==> config.mk <==
export PLATFORM = sky130hd
export DESIGN_NAME = serial_adder_8bit
export DESIGN_NICKNAME = d
export VERILOG_FILES = /design/src/rtl/serial_adder_8bit.sv
export SDC_FILE = /design/constraint.sdc
export NUM_CORES = 1
export LEC_CHECK = 0
export CELL_PAD_IN_SITES_DETAIL_PLACEMENT = 1
export CELL_PAD_IN_SITES_GLOBAL_PLACEMENT = 1
export CORE_MARGIN = 5
export CORE_UTILIZATION = 45
export DETAILED_ROUTE_END_ITERATION = 10
export DONT_BUFFER_PORTS = 1
export MAX_ROUTING_LAYER = met4
export PLACE_DENSITY = 0.74
export SYNTH_ARGS = -nofsm -noshare
export SYNTH_HDL_FRONTEND = slang
export SYNTH_SLANG_ARGS = --single-unit
==> constraint.sdc <==
create_clock -name clk -period 3.85 [get_ports clk]
set_clock_uncertainty 0.1 [all_clocks]
set_input_delay 0.5775 -clock clk [delete_from_list [all_inputs] [get_ports clk]]
set_output_delay 0.5775 -clock clk [all_outputs]
set_load 0.05 [all_outputs]
==> src/rtl/serial_adder_8bit.sv <==
// Bit-serial adder: computes A + B + Cin one bit per clock, LSB first, through a
// single full-adder cell with a registered carry; start/done handshake to the ALU FSM.
module serial_adder_8bit #(
  parameter int WIDTH = 8
) (
  input  logic             clk,
  input  logic             rst_n,
  input  logic             start,
  input  logic [WIDTH-1:0] A,
  input  logic [WIDTH-1:0] B,
  input  logic             Cin,
  output logic             busy,
  output logic             done,
  output logic [WIDTH-1:0] Sum,
  output logic             Cout,
  output logic             Overflow
);

  localparam int            CW   = (WIDTH > 1) ? $clog2(WIDTH) : 1;
  localparam logic [CW-1:0] LAST = CW'(WIDTH - 1);

  typedef enum logic [1:0] {
    IDLE = 2'd0,
    RUN  = 2'd1,
    DONE = 2'd2
  } state_t;

  state_t           state_r;
  state_t           state_s;
  logic [WIDTH-1:0] a_r;
  logic [WIDTH-1:0] b_r;
  logic [WIDTH-1:0] res_r;
  logic [WIDTH-1:0] res_s;
  logic             carry_r;
  logic             carry_s;
  logic             sum_bit_s;
  logic [CW-1:0]    count_r;
  logic             busy_r;
  logic             done_r;
  logic [WIDTH-1:0] sum_r;
  logic             cout_r;
  logic             ovf_r;

  function automatic logic maj3(input logic x, input logic y, input logic z);
    return (x & y) | (x & z) | (y & z);
  endfunction

  // Full-adder cell, next partial result and next-state decode
  always_comb begin
    sum_bit_s = a_r[0] ^ b_r[0] ^ carry_r;
    carry_s   = maj3(a_r[0], b_r[0], carry_r);
    // New sum bit enters at the MSB so the LSB-first stream lands in order.
    res_s     = {sum_bit_s, res_r[WIDTH-1:1]};
    state_s   = state_r;
    case (state_r)
      IDLE: begin
        if (start) state_s = RUN;
        else       state_s = IDLE;
      end
      RUN: begin
        if (count_r == LAST) state_s = DONE;
        else                 state_s = RUN;
      end
      DONE:    state_s = IDLE;
      default: state_s = IDLE;
    endcase
  end

  // State register
  always_ff @(posedge clk or negedge rst_n) begin
    if (!rst_n) state_r <= IDLE;
    else        state_r <= state_s;
  end

  // Operand capture, serial shifting, carry and bit counter
  always_ff @(posedge clk or negedge rst_n) begin
    if (!rst_n) begin
      a_r     <= {WIDTH{1'b0}};
      b_r     <= {WIDTH{1'b0}};
      res_r   <= {WIDTH{1'b0}};
      carry_r <= 1'b0;
      count_r <= {CW{1'b0}};
    end else begin
      case (state_r)
        IDLE: begin
          if (start) begin
            a_r     <= A;
            b_r     <= B;
            carry_r <= Cin;
            count_r <= {CW{1'b0}};
          end
        end
        RUN: begin
          a_r     <= {1'b0, a_r[WIDTH-1:1]};
          b_r     <= {1'b0, b_r[WIDTH-1:1]};
          res_r   <= res_s;
          carry_r <= carry_s;
          if (count_r != LAST) count_r <= count_r + CW'(1);
        end
        default: ;
      endcase
    end
  end

  // Handshake flags and result/status outputs; results move only on the final bit
  always_ff @(posedge clk or negedge rst_n) begin
    if (!rst_n) begin
      busy_r <= 1'b0;
      done_r <= 1'b0;
      sum_r  <= {WIDTH{1'b0}};
      cout_r <= 1'b0;
      ovf_r  <= 1'b0;
    end else begin
      busy_r <= (state_s == RUN);
      done_r <= (state_s == DONE);
      if ((state_r == RUN) && (count_r == LAST)) begin
        sum_r  <= res_s;
        cout_r <= carry_s;
        ovf_r  <= carry_r ^ carry_s;
      end
    end
  end

  assign busy     = busy_r;
  assign done     = done_r;
  assign Sum      = sum_r;
  assign Cout     = cout_r;
  assign Overflow = ovf_r;

endmodule

==> Yosys cells after proc, flatten, opt, wreduce, memory -nomap -nowiden <==
Cells that the tools add are included.
{ "word_totals": {"wordCells": 44, "latch_bits": 0, "ff_bits": 42, "ram_bits": 0, "rom_bits": 0, "input_bits": 20, "mem_count": 0, "out_inout_bits": 12} }
{ "classes": {"reduce_logical": 5, "mux": 12, "shifts": 0, "eq_ne": 7, "addsub": 1, "bitwise_logic": 8, "div": 0, "n_mul": 0, "n_lt_le_gt_ge": 0} }
{ "op_table": {"columns": ["op", "n"], "rows": [
  ["one-hot mux 8 bit (2 select lines)", 2],
  ["2-to-1 mux 8 bit", 2],
  ["2-to-1 mux 3 bit", 2],
  ["one-hot mux 3 bit (2 select lines)", 1],
  ["equality test 2 x 1 -> 1 bit (second input constant)", 2],
  ["!= test 2 bit (second input constant)", 2],
  ["one-hot mux 2 bit (2 select lines)", 1],
  ["adder 3 x 1 -> 3 bit (second input constant)", 1],
  ["AND 1 bit", 3],
  ["equality test 3 bit (second input constant)", 1],
  ["!= test 3 bit (second input constant)", 1],
  ["AND reduction 3 bit", 1],
  ["bitwise XOR 1 bit", 3],
  ["equality test 2 bit (second input constant)", 1],
  ["logical NOT 2 bit", 1],
  ["2-to-1 mux 1 bit", 2],
  ["2-to-1 mux 2 bit", 1],
  ["bitwise OR 1 bit", 2],
  ["one-hot mux 1 bit (2 select lines)", 1],
  ["AND reduction 2 bit", 1],
  ["nonzero test 2 bit", 1],
  ["logical AND 1 bit", 1]
]} }

==> Longest topological paths before layout <==
Gate-level depths: netlist of the first run.
{ "depth": {"word_depth": 4, "ltp_mapped": 6, "mapped_depth_nobuf": 5} }

==> Worst setup path before layout of the first run <==
Ideal clock, no wire load.
{ "synth_path": {"kind": "flip-flop to flip-flop", "start": "reg count_r[0]", "end": "reg cout_r, in the netlist Cout", "arrival_time_ns": 1.423, "stages_incl_launch_ff": 6, "setup_time_ns": 0.125, "n_path_buf": 1, "setup_slack_ns": 2.202, "period_less_slack_ns": 1.648, "t_required_ns": 3.625, "path_cell_list": "dfrtp_1 -> ha_1 -> ha_1 -> nand3b_2 -> buf_6 -> mux2_2"} }
{ "synth_between": {"elab_chain_len": 2} }
{ "synth_lines": {"columns": ["element", "line_no", "rtl"], "rows": [
  ["from (decl)", "37", "logic [CW-1:0] count_r;"],
  ["from (signal assigned)", "82", "count_r <= {CW{1'b0}};"],
  ["from (signal assigned)", "90", "count_r <= {CW{1'b0}};"],
  ["from (signal assigned)", "98", "if (count_r != LAST) count_r <= count_r + CW'(1);"],
  ["equality test 3 bit", "116", "if ((state_r == RUN) && (count_r == LAST)) begin"],
  ["logical AND 1 bit", "116", null],
  ["to (signal assigned)", "118", "cout_r <= carry_s;"],
  ["to (decl)", "41", "logic cout_r;"]
]} }
No other way between the ends.
A chain may end at the register's enable or synchronous reset.

==> Worst setup path in the final report of the first run <==
{ "layout_path": {"start": "reg state_r[1]", "end": "reg res_r[6]"} }
{ "layout_between": {"elab_chain_len": 1} }
{ "layout_lines": {"columns": ["element", "line_no", "rtl"], "rows": [
  ["from (decl)", "28", "state_t state_r;"],
  ["from (signal assigned)", "72", "else state_r <= state_s;"],
  ["equality test 2 x 1 -> 1 bit", "84", "case (state_r)"],
  ["to (signal assigned)", "80", "res_r <= {WIDTH{1'b0}};"],
  ["to (signal assigned)", "96", "res_r <= res_s;"],
  ["to (decl)", "32", "logic [WIDTH-1:0] res_r;"]
]} }
No other way between the ends.

==> results of run 1 <==
[critical path, delay by kind of cell, from the launching register on]
family	cells	cell delay, ps
AND/OR/NAND/NOR	1	690
multiplexers	1	410
flip-flops	1	540
[Yosys cell counts, types with 2 or more instances]
master,n
mux2_2,16
a2bb2oi_1,2
ha_1,2
nor2_1,2
nor3b_1,2
buf_6,2
o22ai_1,26
o21ai_0,5
dfrtp_1,41
buf_2,7
inv_1,5
a21oi_1,16
nand2_1,6
nand2b_1,4
[repair_timing]
item	4_1_cts	5_1_grt
hold endpoints to repair	41	0
buffers inserted	0	0
setup endpoints to repair	0	0
hold buffers	1	0
[worst paths after layout]
kind	endpoint	depth (start not counted)
min in group clk	a_r[7]$_DFFE_PN0P_	2
worst max register to register	res_r[6]$_DFFE_PN0P_	2
worst min register to register	a_r[7]$_DFFE_PN0P_	2
worst max-delay path	res_r[6]$_DFFE_PN0P_	2
max in group asynchronous	b_r[5]$_DFFE_PN0P_	1
worst min-delay path	Sum[1]$_DFFE_PN0P_	1
[power by group through the flow]
stage          Sequential [mW]  Combinational (mW)  Clock (mW)
2_1_floorplan            0.932               0.428           0
3_3_place_gp             0.983               0.449           0
3_5_place_dp             0.999               0.477           0
4_1_cts                  0.989               0.490       0.370
5_1_grt                   1.01               0.545       0.388
6_report                 0.984               0.479       0.358
[area by class of cell]
type	instances	share of cell area, %
repair buffers	1	1.056
clock buffers	6	4.356
clock inverters	2	1.980
multi-input cells	90	34.32
well taps	48	3.168
inverters	5	0.9901
flip-flops and latches	41	54.13
[state kept, by name (all words and copies together) (netlist names), 2 cells and up]
register  count
count_r       3
b_r           8
state_r       2
res_r         7
Sum           8
a_r           8
[routing by layer]
layer	part of all wire, %	vias up	global-route usage [%]	routed length, um
met5	0	-	-	0
met4	1.6	0	6.148	61
met3	4.4	6	5.125	168
met2	50	27	25.85	1890
met1	44	588	19.36	1676
li1	-	535	-	-
[through the flow]
step / power [mW] / cells / setup slack, ps
final: 1.822 / 193 / 1990
after detailed placement: 1.476 / 184 / 2007
after CTS: 1.848 / 193 / 1989
after floorplan: 1.360 / 146 / 2202
after global placement: 1.431 / 184 / 2054
after global routing: 1.947 / 193 / 1890
[cells by family after synthesis]
kind of cell	count (synthesis)
AOI/OAI and AO/OA	53
xor gates and xnor gates	1
adders and majority gates	3
buffers and inverters	15
DFF	41
muxes	16
and+or+nand+nor	17
==> summary.txt, run 1 <==
Status
  – Status: completed

Timing
  – RSZ-0062 raised after global routing: false
  – Max-slew violations: 0
  – Hold_ws: 19.23 ps
  – Final setup violation count: 0
  – Actual slew at the worst max-slew pin: 812.7 ps
  – Final period util: 48.31%
  – Max Freq: 0.5377 GHz
  – Final setup TNS: 0 ps
  – Min cycle time layout: 1860 ps
  – Max_slew headroom: 45.82%
  – Hold Fails Final Rpt: 0

Placed design
  – IO buf count: 0
  – RePlAce Congestion: 0.8071
  – Placed Area: 1755 um^2
  – DP HPWL: 2612 um

Layout
  – Design area: 1896 um^2
  – Layout cells sized above 1: 18.62%
  – ANT cells: 0
  – Nets@finish: 167
  – Register Area: 1026 um^2
  – Fillcell total: 390
  – Most frequent cells in the layout: dfrtp_1, o22ai_1, a21oi_1, mux2_2
  – Synth-to-layout area growth: 7.676%
  – Footprint of the multi-input gates: 650.6 um^2
  – Fin util: 51.01%
  – Most common cell after layout, fill and taps aside: dfrtp_1

Worst setup path
  – R2R Setup Slk: 1990 ps
  – Required time of the critical path: 3930 ps
  – CP Cell Sequence: nand2b_1, mux2_2
  – WP data arrival: 1940 ps
  – Critical path class: reg2reg
  – RR Startpoint: state_r[1]$_DFF_PN0_
  – Slowest-stage cell, CP: nand2b_1
  – Setup crit start kind: register
  – Crit end category: register
  – Crit path launch: state_r[1]$_DFF_PN0_
  – Critical Path Fanout Max: 20
  – Critical Path Max Stage Delay: 690 ps

Logic synthesis
  – XOR/XNOR share of the synthesized area: 0.4975%
  – Post-synthesis simple-gate area fraction: 5.473%
  – Post-synthesis mux area share: 10.23%
  – Synth unique cells: 24
  – Adder-cell area share of the yosys netlist: 2.559%
  – Ys async rst share: 100.0%
  – Post-synth top area cell: dfrtp_1
  – Number of flops mapped to enable cells by yosys: 0
  – Mapped Area: 1760 um^2
  – Mean area per synthesized cell: 12.06 um^2
  – Syn_nets: 169
  – Cells after Synth: 146
  – Yosys warning total: 0
  – Yosys top cell area share: 58.28%
  – Largest family of logic cells by synthesized area: compound AO/OA/AOI/OAI gates
  – Leading post-synthesis cells by cell area: dfrtp_1, mux2_2, o22ai_1
  – Post-synthesis register bit count: 41
  – Sequential share of the synthesized area: 58.28%
  – Compound-Gate Fraction of Synth Area: 18.19%
  – Primary FF master, synth: dfrtp_1

Floorplan
  – Die height: 72.55 um
  – Site Rows: 22
  – Die area: 5263 um^2
  – Top Ports: 32
  – Core area: 3716 um^2
  – Initial core utilization: 47.37%
  – Die Width: 72.55 um

Power
  – Internal: 1.085 mW
  – Comb power frac: 26.3%
  – Reg power frac: 54.0%
  – Clock share of power: 19.7%
  – Worst vdd ir: 0.4420 mV
  – Switching share of power: 40.44%
  – P_sw: 736.8 uW
  – Pwr dens: 961.2 nW/um^2
  – Leak Pwr: 0.7835 nW

Clocking
  – Clock-pin slew on the worst setup and hold paths: 80 ps
  – CTS Root Cell: clkbuf_8
  – Sink Count: 41
  – Clock buffer depth: 2
  – Skew-Pair Late Insertion Delay: 290 ps
  – CTS Buf Count: 5
  – Post-CTS resize count: 0
  – CTS tree: yes
  – H-tree lvl count: 2

Global route
  – GRT overflow: 0
  – Largest net degree at the start of global routing: 42
  – Vias in the first global route: 1291
  – First-pass GRT wire length: 6334 um
  – Gr usage total: 16.29%
  – Initial antenna violation count: 0

Drt
  – Vias: 1156
  – DR DRC count: 0
  – Iter 0 DRT Violations: 48
  – Routed vias/inst: 5.990
  – Antenna viol nets, final: 0
  – WL/cell: 19.67 um
  – Pre-Repair DR Iteration Count: 4
  – Routed wire length: 3797 um

Job
  – # Max-Cap Violations: 0

Worst hold path
  – Min-Delay Path Class: in2async
(Power assumes the default switching activity.)
==> run 2, diff against run 1 <==
==> constraint.sdc (replaced) <==
create_clock -name clk -period 1.9 [get_ports clk]
set_clock_uncertainty 0.1 [all_clocks]
set_input_delay 0.285 -clock clk [delete_from_list [all_inputs] [get_ports clk]]
set_output_delay 0.285 -clock clk [all_outputs]
set_load 0.05 [all_outputs]
==> run 2 against run 1 <==
Clock-buffer cell count shrank 1. Power grew 110%. First-iteration DRC count grew 60%.
==> summary.txt, run 2 (synthesis results as in run 1) <==
Drt
  – Iter 0 DRT Violations: 77 (+60%)
  – WL/cell: 20.29 um (+3.1%)
  – Routed vias/inst: 6.005 (+0.26%)
  – Vias: 1177 (+1.8%)
  – DR DRC count: 0 (unchanged)
  – Pre-Repair DR Iteration Count: 4 (unchanged)
  – Antenna viol nets, final: 0 (unchanged)
  – Routed wire length: 3976 um (+4.7%)

Layout
  – Footprint of the multi-input gates: 659.4 um^2 (+1.3%)
  – Register Area: 1026 um^2 (unchanged)
  – Most common cell after layout, fill and taps aside: dfrtp_1
  – Synth-to-layout area growth: 10.38%
  – ANT cells: 0 (unchanged)
  – Fillcell total: 397 (+1.8%)
  – Layout cells sized above 1: 19.59% (+0.97 points)
  – Most frequent cells in the layout: dfrtp_1, o22ai_1, a21oi_1, mux2_2, nand2_1
  – Nets@finish: 170 (+1.8%)

Floorplan
  – Die area: 5263 um^2 (unchanged)
  – Core area: 3716 um^2 (unchanged)
  – Site Rows: 22 (unchanged)
  – Die height: 72.55 um (unchanged)
  – Die Width: 72.55 um (unchanged)
  – Top Ports: 32 (unchanged)
  – Initial core utilization: 47.37% (unchanged)

Clocking
  – Sink Count: 41 (unchanged)
  – Skew-Pair Late Insertion Delay: 290 ps (about the same)
  – Clock-pin slew on the worst setup and hold paths: 80 ps (about the same)
  – CTS tree: yes
  – CTS Buf Count: 5 (unchanged)
  – Total setup buffers inserted after CTS: 0 (unchanged)
  – Clock buffer depth: 2 (unchanged)
  – H-tree lvl count: 2 (unchanged)
  – CTS Root Cell: clkbuf_8

Power
  – Leak Pwr: 0.8194 nW (+4.6%)
  – Pwr dens: 1996 nW/um^2 (+110%)
  – Worst vdd ir: 0.6777 mV (+53%)

Timing
  – Actual slew at the worst max-slew pin: 575.9 ps (-236.8 ps)
  – RSZ-0062 raised after global routing: false
  – Final setup TNS: 0 ps (unchanged)
  – Hold Fails Final Rpt: 0 (unchanged)
  – PnR worst setup slack: 169.8 ps (-1820 ps)
  – Max_slew headroom: 61.61% (+16 points)
  – Min cycle time layout: 1730 ps (-129.6 ps)
  – Max-slew violations: 0 (unchanged)
  – Max Freq: 0.5780 GHz (+7.5%)
  – Final period util: 91.06% (+43 points)
  – Final setup violation count: 0 (unchanged)

Job
  – # Max-Cap Violations: 0 (unchanged)

Global route
  – GRT overflow: 0 (unchanged)
  – Gr usage total: 16.90% (+0.60 points)
  – Vias in the first global route: 1319 (+2.2%)
  – Largest net degree at the start of global routing: 42 (unchanged)
  – Initial antenna violation count: 0 (unchanged)
  – First-pass GRT wire length: 6548 um (+3.4%)

Worst setup path
  – Critical Path Fanout Max: 13 (-35%)
  – Required time of the critical path: 1970 ps (-1960 ps)
  – WP data arrival: 1800 ps (-140 ps)
  – RR Startpoint: count_r[0]$_DFFE_PN0P_
  – FF-to-FF path depth: 4 (+2)
  – Setup crit start kind: register
  – R2R Setup Slk: 170 ps (-1820 ps)
  – Crit end category: register
  – Reg-to-reg endpoint: Sum[7]$_DFFE_PN0P_
  – Critical path class: reg2reg

Worst hold path
  – Min-Delay Path Class: in2reg
  – Hold path depth: 2
  – Hold Startpoint: A[7]
  – Hold Path Sink: a_r[7]$_DFFE_PN0P_

Placed design
  – Worst slack, placed: 83.97 ps (-1923 ps)
  – RePlAce Congestion: 0.8057 (-0.17%)
  – IO buf count: 0 (unchanged)
  – DP HPWL: 2702 um (+3.4%)

Status
  – Status: completed
[run 2: area by class of cell]
type,count,share of cell area [%]
clock inverter,3,3.348
clock buffer,5,3.542
multi-input combinational,90,33.93
inverter,5,0.9659
sequential,41,52.80
tap,48,3.091
timing repair buffer,4,2.318
[run 2: worst max path at each step]
stage / end / from / slack [ps] / cells after the start
2_1_floorplan: Cout$_DFFE_PN0P_ / count_r[0]$_DFFE_PN0P_ / 250 / 5
3_3_place_gp: Sum[7]$_DFFE_PN0P_ / count_r[0]$_DFFE_PN0P_ / 180 / 4
3_5_place_dp: Sum[6]$_DFFE_PN0P_ / count_r[0]$_DFFE_PN0P_ / 80 / 4
4_1_cts: Sum[7]$_DFFE_PN0P_ / count_r[0]$_DFFE_PN0P_ / 70 / 4
5_1_grt: count_r[0]$_DFFE_PN0P_ / count_r[0]$_DFFE_PN0P_ / 30 / 4
6_report: Sum[7]$_DFFE_PN0P_ / count_r[0]$_DFFE_PN0P_ / 170 / 4
[run 2: metrics by stage]
stage | cells | util [%] | instance area [um^2] | hold WS (ps) | power [mW]
detailed placement | 186 | 47.64 | 1770 | -109.0 | 3.045
global route | 196 | 52.29 | 1943 | 33.50 | 4.109
finish | 196 | 52.29 | 1943 | 35.52 | 3.878
CTS | 196 | 52.05 | 1934 | 36.39 | 3.902
floorplan | 146 | - | 1760 | -110.6 | 2.756
global placement | 186 | 47.64 | 1770 | -109.2 | 2.927
[run 2: layer usage]
layer / global-route usage, % / wire [um] / share of wire, % / vias to the layer above
li1: - / - / - / 545
met1: 21.00 / 1762 / 44 / 604
met2: 26.65 / 1984 / 50 / 22
met3: 5.125 / 183 / 4.6 / 6
met4: 4.918 / 46 / 1.2 / 0
met5: - / 0 / 0 / -
[run 2: power breakdown]
group / leakage (nW) / switching, mW / internal (mW) / total [mW]
combinational: 0.271 / 0.506 / 0.543 / 1.05
clock: 0.0681 / 0.301 / 0.522 / 0.823
sequential: 0.481 / 0.739 / 1.27 / 2.01
total: 0.819 / 1.55 / 2.33 / 3.88
[run 2: critical path, stage by stage (launching register included)]
cell      delay (ps)
dfrtp_1          420
ha_1             220
ha_1             280
nand3b_4         220
mux2_2           370
[run 2: timing repair]
action | in CTS | in global routing
gates resized for setup | 0 | 1
hold endpoints to repair | 41 | 0
setup endpoints to repair | 0 | 4
hold buffers | 2 | 0
==> run 3, diff against run 2 <==
--- a/config.mk
+++ b/config.mk
@@ -13,6 +13,7 @@
 export DONT_BUFFER_PORTS = 1
 export MAX_ROUTING_LAYER = met4
 export PLACE_DENSITY = 0.74
+export SKIP_LAST_GASP = 1
 export SYNTH_ARGS = -nofsm -noshare
 export SYNTH_HDL_FRONTEND = slang
 export SYNTH_SLANG_ARGS = --single-unit
==> results of run 3 <==
Final layout, timing and power as in run 2 (identical DEF).
==> RTL change, RTL diff (config.mk and constraints of run 2) <==
Set the parameter `WIDTH` to 16 (it was 8).
--- a/src/rtl/serial_adder_8bit.sv
+++ b/src/rtl/serial_adder_8bit.sv
@@ -1,7 +1,7 @@
 // Bit-serial adder: computes A + B + Cin one bit per clock, LSB first, through a
 // single full-adder cell with a registered carry; start/done handshake to the ALU FSM.
 module serial_adder_8bit #(
-  parameter int WIDTH = 8
+  parameter int WIDTH = 16
 ) (
   input  logic             clk,
   input  logic             rst_n,
Ports: changed (resized A, B and Sum); port bits go from 32 to 56. No check against the original RTL was run, so the function may have changed too.
==> RTL change against run 2 <==
  * The flow now finishes with violations (hold timing)
  * Via count increased by 91%
  * Cell area increased by 90%
  * Sequential cell count increased by 33
  * Routed wire length increased by 74%
  * Die area increased by 65%
  * Total power increased by 55%
  * Final cell count increased by 120%
  * Hold slack got worse by 0.50 ns
  * Worst setup slack improved by 0.075 ns
  * Area after synthesis increased by 77%
  * Critical path type unchanged
==> RTL change: results <==
grt:
  grt_pass1_vias: 2376
  grt_first_pass_wirelength_mm: 11.7
  number_of_antenna_violations_at_the_first_check_in_global_routing: 0
  grtUsageMet3: 0.0402
  grtUsageMet2: 0.277
  grt_max_degree: 75
  grt_use_met1: 0.224
  grt_usage: 0.176
clock_network:
  number_of_cts_inserted_buffers: 9
  clkTransAtPathRegs_ns: 0.08
  worst_skew_pair_later_pin_latency_ns: 0.34
  cts_max_level: 3
  clock_tree.root_cell: "sky130_fd_sc_hd__clkbuf_8"
  maximum_count_of_clock_buffers_along_a_single_path: 2
routing:
  first_pass_iters: 4
  num_vias: 2251
  wirelength_mm: 6.93
  drtIter0Drc: 101
synthesis:
  synth.yosys.seq_area_share: 0.595
  synth_top_cells_by_area: "sky130_fd_sc_hd__dfrtp_1 (60%), sky130_fd_sc_hd__nand2_1 (14%), sky130_fd_sc_hd__a31oi_1 (6.2%), sky130_fd_sc_hd__mux2_2 (6.2%), sky130_fd_sc_hd__nor2_1 (3.9%)"
  synth_warnings: 0
  syn_nets: 352
  postSynth.asyncResetShare: 1.00
  most_used_flip_flop_cell_after_synthesis: "sky130_fd_sc_hd__dfrtp_1"
  netlist_top_cells_count: "sky130_fd_sc_hd__nand2_1 (113), sky130_fd_sc_hd__dfrtp_1 (74), sky130_fd_sc_hd__nor2_1 (32)"
  yosysUniqueCellTypes: 28
hold_path:
  hold_path_class: "in -> async"
power:
  share_comb_of_total_power: 0.280
  power_frac_seq: 0.532
  switchingPower_mw: 2.53
  power.ir.vdd_worst_mv: 0.562
  leakage_nw: 1.70
cells_and_area:
  num-nets-final: 383
  antenna_cells_inserted: 0
  fill_cells: 741
  proportion_of_layout_cells_with_a_drive_suffix_above_1: 0.131
setup_path:
  reg2reg_setup_slack_ns: 0.24
  cp_max_fo: 18
  cp_data_arrival_time_ns: 1.78
  cp_slowest_stage_delay_ns: 0.39
  worst_r2r_startpoint: "count_r[0]$_DFFE_PN0P_"
  crit-reg2reg-capture: "Sum[12]$_DFFE_PN0P_"
  worst_r2r_path_depth: 5
  worst_path_max_delay_cell: "sky130_fd_sc_hd__dfrtp_1"
timing:
  slew_headroom: 0.651
  fin_hold_ws_ns: -0.468
  hold_viol: 74
run_status:
  result_of_the_run: "finished, violations left"
  violated_checks: "hold timing"
place:
  port_buffers: 0
  pre_cts_slack_ns: 0.249
  place.detailed.hpwl_mm: 4.37
  globalplace.congestion: 0.774
RTL change: cell types whose count changed in the layout (fill, tap and decap cells not counted), sizes merged, moves of 3 or more:
cell | before | now
nand2 | 6 | 113
a31oi | 0 | 31
dlygate4sd3 | 1 | 31
buf | 3 | 8
clkbuf | 5 | 10
clkinvlp | 0 | 3
nand2b | 4 | 1
nor2b | 0 | 3
nor2 | 2 | 33
a21oi | 16 | 2
o22ai | 26 | 0
dfrtp | 41 | 74
nand3 | 1 | 4
RTL change: what timing repair did:
action                                 CTS  global route
endpoints found under the hold margin  103            76
hold buffers                            29             2
setup buffers                            0             0
gates resized for setup                  0             0
RTL change: critical path, delay by kind of cell, from the launching register on:
kind,cells,cell delay (ns)
adders and majority gates,1,0.24
DFF,1,0.39
muxes,1,0.35
and+or+nand+nor,2,0.28
buffers and inverters,1,0.17
RTL change: worst max path at each step:
stage / startpoint / end / slack, ns / cells past startpoint
after floorplan: count_r[0]$_DFFE_PN0P_ / Sum[10]$_DFFE_PN0P_ / 0.29 / 5
after CTS: count_r[0]$_DFFE_PN0P_ / Sum[12]$_DFFE_PN0P_ / 0.25 / 5
after global routing: count_r[0]$_DFFE_PN0P_ / Sum[7]$_DFFE_PN0P_ / 0.16 / 5
after detailed placement: count_r[0]$_DFFE_PN0P_ / Sum[12]$_DFFE_PN0P_ / 0.25 / 5
after global placement: count_r[0]$_DFFE_PN0P_ / Sum[8]$_DFFE_PN0P_ / 0.35 / 5
final: count_r[0]$_DFFE_PN0P_ / Sum[12]$_DFFE_PN0P_ / 0.24 / 5
RTL change: kinds of logic (layout without fill, tap and decap cells):
group,Yosys count,in the layout,share of synthesized area
AOI/OAI and AO/OA,39,39,0.0788
and+or+nand+nor,159,159,0.208
muxes,18,18,0.0647
DFF,74,74,0.595
buffers and inverters,21,57,0.0398
xor gates and xnor gates,1,1,0.00282
adders and majority gates,2,2,0.0105
RTL change: per-layer routing:
metal / up-vias / routed length [um]
met2: 43 / 3440
li1: 1101 / -
met1: 1097 / 3130
met5: - / 0
met3: 10 / 254
met4: 0 / 98
RTL change: per-stage QoR:
step	std cells	hold slack (ns)	utilization	area, sq um	power, mW
after floorplan	314	-0.111	-	3110	4.41
after global placement	383	-0.108	0.472	3190	4.75
after detailed placement	383	-0.107	0.472	3190	4.89
after CTS	428	-0.490	0.542	3660	6.09
after global routing	430	-0.504	0.545	3680	6.47
final	430	-0.468	0.545	3680	6.02
RTL change: area by class of cell:
| cell class | count | area share |
|---|---|---|
| Clock inverter | 6 | 0.0132 |
| Sequential cell | 74 | 0.503 |
| Inverter | 2 | 0.00204 |
| Timing Repair Buffer | 39 | 0.107 |
| Multi-Input combinational cell | 219 | 0.310 |
| Tap cell | 80 | 0.0272 |
| Clock buffer | 10 | 0.0374 |
